===== config.mk =====
export PLATFORM = sky130hd
export DESIGN_NAME = tdc_fifo_writer
export DESIGN_NICKNAME = d
export VERILOG_FILES = /design/src/rtl/tdc_pkg.sv /design/src/rtl/tdc_fifo_writer.sv
export SDC_FILE = /design/constraint.sdc
export NUM_CORES = 1
export LEC_CHECK = 0
export CAP_MARGIN = 20
export CELL_PAD_IN_SITES_DETAIL_PLACEMENT = 1
export CELL_PAD_IN_SITES_GLOBAL_PLACEMENT = 1
export CORE_MARGIN = 5
export CORE_UTILIZATION = 38
export DETAILED_ROUTE_END_ITERATION = 10
export PLACE_DENSITY_LB_ADDON = 0.1
export SLEW_MARGIN = 20
export SYNTH_ARGS = -nofsm -noshare
export SYNTH_HDL_FRONTEND = slang
export SYNTH_SLANG_ARGS = --single-unit

===== constraint.sdc =====
create_clock -name clk -period 2 [get_ports clk]
set_input_delay 0.4 -clock clk [delete_from_list [all_inputs] [get_ports clk]]
set_output_delay 0.4 -clock clk [all_outputs]
set_load 0.01 [all_outputs]

===== src/rtl/tdc_pkg.sv =====
// Shared constants and state encoding for the TDC record writer.
// Record length depends on the optional TDC_SEQ_TAG_EN sequence-tag feature.
package tdc_pkg;

  localparam int unsigned TDC_DATA_W = 24;
  localparam int unsigned BYTE_W     = 8;
`ifdef TDC_SEQ_TAG_EN
  localparam int unsigned RECORD_BYTES = 4;
`else
  localparam int unsigned RECORD_BYTES = 3;
`endif
  localparam int unsigned IDX_W   = 2;
  localparam int unsigned STALL_W = 16;

  typedef enum logic [1:0] {
    ST_IDLE  = 2'd0,
    ST_WRITE = 2'd1,
    ST_DONE  = 2'd2
  } state_e;

endpackage


===== src/rtl/tdc_fifo_writer.sv =====
// Serialises a 24-bit TDC measurement into MSB-first bytes for a byte FIFO,
// aborting on FIFO stall timeout. Define TDC_SEQ_TAG_EN to prepend a sequence byte.
module tdc_fifo_writer
  import tdc_pkg::*;
#(
  parameter int unsigned TIMEOUT_CYCLES = 1000
) (
  input  logic                  clk,
  input  logic                  rst,
  input  logic                  wr_req,
  input  logic [TDC_DATA_W-1:0] tdc_data,
  input  logic                  fifo_full,
  output logic [BYTE_W-1:0]     fifo_din,
  output logic                  fifo_wr_en,
  output logic                  writing_done,
  output logic                  err,
  output logic                  busy,
  output logic [BYTE_W-1:0]     drop_cnt
);

  state_e                  state;
  logic                    wr_req_q;
  logic [TDC_DATA_W-1:0]   data_q;
  logic [IDX_W-1:0]        idx;
  logic [STALL_W-1:0]      stall_cnt;
  logic                    err_q;
  logic [BYTE_W-1:0]       drop_q;
  logic [BYTE_W-1:0]       byte_sel;
  logic                    req_edge;
  logic                    last_byte;
  logic                    stall_limit;
`ifdef TDC_SEQ_TAG_EN
  logic [BYTE_W-1:0]       seq_q;
`endif

  assign req_edge    = wr_req & ~wr_req_q;
  assign last_byte   = (idx == IDX_W'(RECORD_BYTES - 1));
  assign stall_limit = (stall_cnt == STALL_W'(TIMEOUT_CYCLES - 1));

  // Byte selected by the current index, most significant byte first
  always_comb begin
    byte_sel = '0;
`ifdef TDC_SEQ_TAG_EN
    case (idx)
      2'd0:    byte_sel = seq_q;
      2'd1:    byte_sel = data_q[23:16];
      2'd2:    byte_sel = data_q[15:8];
      default: byte_sel = data_q[7:0];
    endcase
`else
    case (idx)
      2'd0:    byte_sel = data_q[23:16];
      2'd1:    byte_sel = data_q[15:8];
      default: byte_sel = data_q[7:0];
    endcase
`endif
  end

  // Write strobe follows fifo_full in the same cycle; rst suppresses it immediately
  assign fifo_wr_en   = (state == ST_WRITE) && !fifo_full && !rst;
  assign fifo_din     = (state == ST_WRITE) ? byte_sel : '0;
  assign writing_done = (state == ST_DONE);
  assign err          = err_q;
  assign busy         = (state != ST_IDLE);
  assign drop_cnt     = drop_q;

  always_ff @(posedge clk) begin
    if (rst) begin
      state     <= ST_IDLE;
      wr_req_q  <= 1'b0;
      data_q    <= '0;
      idx       <= '0;
      stall_cnt <= '0;
      err_q     <= 1'b0;
      drop_q    <= '0;
`ifdef TDC_SEQ_TAG_EN
      seq_q     <= '0;
`endif
    end else begin
      wr_req_q <= wr_req;
      if (req_edge && (state != ST_IDLE) && (drop_q != 8'hFF))
        drop_q <= drop_q + 8'd1;
      case (state)
        ST_IDLE: begin
          err_q <= 1'b0;
          if (req_edge) begin
            data_q    <= tdc_data;
            idx       <= '0;
            stall_cnt <= '0;
            state     <= ST_WRITE;
          end
        end
        ST_WRITE: begin
          if (!fifo_full) begin
            stall_cnt <= '0;
            idx       <= idx + IDX_W'(1);
            if (last_byte) begin
              state <= ST_DONE;
`ifdef TDC_SEQ_TAG_EN
              seq_q <= seq_q + 8'd1;
`endif
            end
          end else if (stall_limit) begin
            // Remaining bytes are discarded; the record ends as an error
            state <= ST_DONE;
            err_q <= 1'b1;
          end else begin
            stall_cnt <= stall_cnt + STALL_W'(1);
          end
        end
        ST_DONE: begin
          err_q <= 1'b0;
          state <= ST_IDLE;
        end
        default: state <= ST_IDLE;
      endcase
    end
  end

endmodule


==> flow_summary.json <==
{
  "slew_violations": 0,
  "hold_viol_final": 0,
  "period_share": 0.9707,
  "hp-class": "flop to flop",
  "die-area_um2": 8633,
  "clock.fmax_ghz": 0.5151,
  "cap_violations": 0,
  "synthTopCellsByCount": "nand2_1 (67), dfxtp_1 (54), a21oi_1 (44)",
  "p_per_area_nw_per_um2": 643.3,
  "finClkSkew_ns": 0.01169,
  "stdcell_area_um2": 3448,
  "syn-instance-count": 332,
  "cts_buffer_depth": 2,
  "worstPathRequired_ns": 1.60,
  "detailroute.via_count": 2663,
  "grt_pass1_wl_um": 13120,
  "grt_pass1_vias": 2707,
  "drc_errors": 0,
  "die_h_um": 92.92,
  "antenna_cells": 0,
  "relSlewSlack": 0.5998,
  "yosys.area.top_type_share": 0.4138,
  "setup_viol": 0,
  "grt_use_total": 0.1871,
  "syn-cell-area_um2": 2613,
  "yosys_warnings": 0,
  "fillers": 830,
  "initial_core_util": 0.3867,
  "yosys-top-cells-area": "dfxtp_1 (41%), nand2_1 (9.6%), a21oi_1 (8.4%), a22oi_1 (3.2%), ha_1 (2.4%)",
  "synth_area_leader_cell": "dfxtp_1",
  "cp_max_fo": 8,
  "die_x_um": 92.92,
  "cp_slowest_cell": "dfxtp_2",
  "viasPerCell": 5.571,
  "std_cell_rows": 30,
  "gr-total-overflow": 0,
  "synth-main-ff-cell": "dfxtp_1",
  "antenna_left": 0,
  "nNetsFinal": 430,
  "fin_crit_ns": 1.941,
  "antenna_found_initial": 0,
  "run_status": "finished, final reports clean",
  "wl_per_cell_um": 16.63,
  "area_growth_pct": 31.99,
  "p_leak_nw": 1.243,
  "postSynth.asyncResetShare": 0,
  "path_buf_inv": 3,
  "htree_levels": 2,
  "cts_root_buf": "clkbuf_8",
  "ys_seq_area_frac": 0.4138,
  "vdd_ir_drop_max_mv": 0.3829,
  "crit_path_start_kind": "flop",
  "insertion_delay_ns": 0.31,
  "ys_types": 49,
  "cpPeakStageDelay_ns": 0.36,
  "clkTransAtPathRegs_ns": 0.10,
  "yosysMostFrequentCell": "nand2_1",
  "gp_congestion": 0.8070,
  "finalWorstSetupSlack_ns": 0.05859,
  "pin_count": 48,
  "synth_edf_count": 0,
  "dpl_cell_area_um2": 3317,
  "critPathArrivalTime_ns": 1.54,
  "pre_cts_ws_ns": -0.1046,
  "drive_gt1_frac": 0.1633,
  "tns_ns": 0,
  "timing.hold.ws_ns": 0.4630,
  "worst_pin_slew_ns": 0.5963,
  "dp_hpwl_um": 5829,
  "avgSynthCellArea_um2": 7.869,
  "synth-seq-cells": 54,
  "worst-setup-path-type": "flop to output port",
  "cts_buffers": 5,
  "io_buffers": 47,
  "grt_max_degree": 42,
  "cts.sinks": 54,
  "wl_um": 7948,
  "p_total_mw": 2.218,
  "synth_nets": 365,
  "critical_path.top_delay_family": "buffers and inverters",
  "core_area_um2": 6756,
  "dr.pass1.iters": 4,
  "drt_iter0_markers": 176,
  "cts_tree": "built",
  "endpoint_kind": "output port",
  "path_cells": "inv_1 -> ha_2 -> buf_4 -> a22oi_1 -> a21oi_2 -> buf_2"
}
-- per-layer routing --
metal  vias up  global-route usage  part of all wire
li1       1324                   -                 -
met1      1290              0.2494              0.47
met2        43              0.3137              0.49
met3         6             0.03574             0.041
met4         0             0.04029            0.0086
met5         -                   0                 0
-- flip-flops by register name (all words and copies together), names as in the netlist --
name	flops
wr_req_q	1
err	1
idx	2
stall_cnt	16
data_q	24
state	2
drop_cnt	8
-- layout make-up --
| type | count | area, um^2 | share of cell area |
|---|---|---|---|
| clock buffers | 5 | 68.82 | 0.01996 |
| clock inverters | 3 | 40.04 | 0.01161 |
| inverters | 14 | 52.55 | 0.01524 |
| multi-input cells | 246 | 1441 | 0.4180 |
| flip-flops and latches | 54 | 1085 | 0.3146 |
| well taps | 80 | 100.1 | 0.02903 |
| repair buffers | 76 | 660.6 | 0.1916 |
-- path summary, 6_finish.rpt --
| kind | startpoint | endpoint | slack, ns | cells after the start |
|---|---|---|---|---|
| worst min register to register | data_q[4] | data_q[4] | 0.46 | 2 |
| worst min-delay path | data_q[4] | data_q[4] | 0.46 | 2 |
| worst max register to register | stall_cnt[11] | stall_cnt[15] | 0.11 | 5 |
| worst max-delay path | idx[0] | fifo_din[7] | 0.06 | 6 |
-- logic make-up after synthesis --
| logic type | count (synthesis) | share of synthesized area |
|---|---|---|
| simple gates | 145 | 0.2797 |
| compound gates | 94 | 0.2208 |
| flops | 54 | 0.4138 |
| buf+inv | 32 | 0.05412 |
| fa+ha+maj | 5 | 0.02395 |
| mux | 2 | 0.007663 |
-- worst register-to-register path, delay by kind of cell, from the launching register on --
kind	cells	cell delay, ns
and+or+nand+nor	2	0.86
DFF	1	0.37
buffers and inverters	1	0.20
AOI/OAI and AO/OA	2	0.40
-- timing repair --
item,CTS,global route
pin swaps,0,2
setup endpoints to repair,9,10
buffers inserted,1,0
resized for setup,37,12
hold buffers,0,0
-- power breakdown --
group	total (mW)	leakage (nW)	internal [mW]	switching, mW
Sequential	1.14	0.440	1.11	0.0261
Clock	0.730	0.0579	0.369	0.361
Combinational	0.348	0.745	0.161	0.187
Total	2.22	1.24	1.64	0.574
-- per-stage QoR --
step,utilization,instances
floorplan,-,332
global route,0.5104,478
CTS,0.5039,478
detailed placement,0.4909,469
finish,0.5104,478
global placement,0.4909,469
-- cells in the final DEF, fill, tap and decap left out, types with 9 or more instances in the layout --
cell type,count
buf_2,9
o21ai_0,10
inv_1,14
buf_4,27
a21oi_1,40
dfxtp_1,51
nor2_1,13
clkdlybuf4s50_1,36
nand3_1,12
nand2_1,67
(Power assumes the default switching activity.)
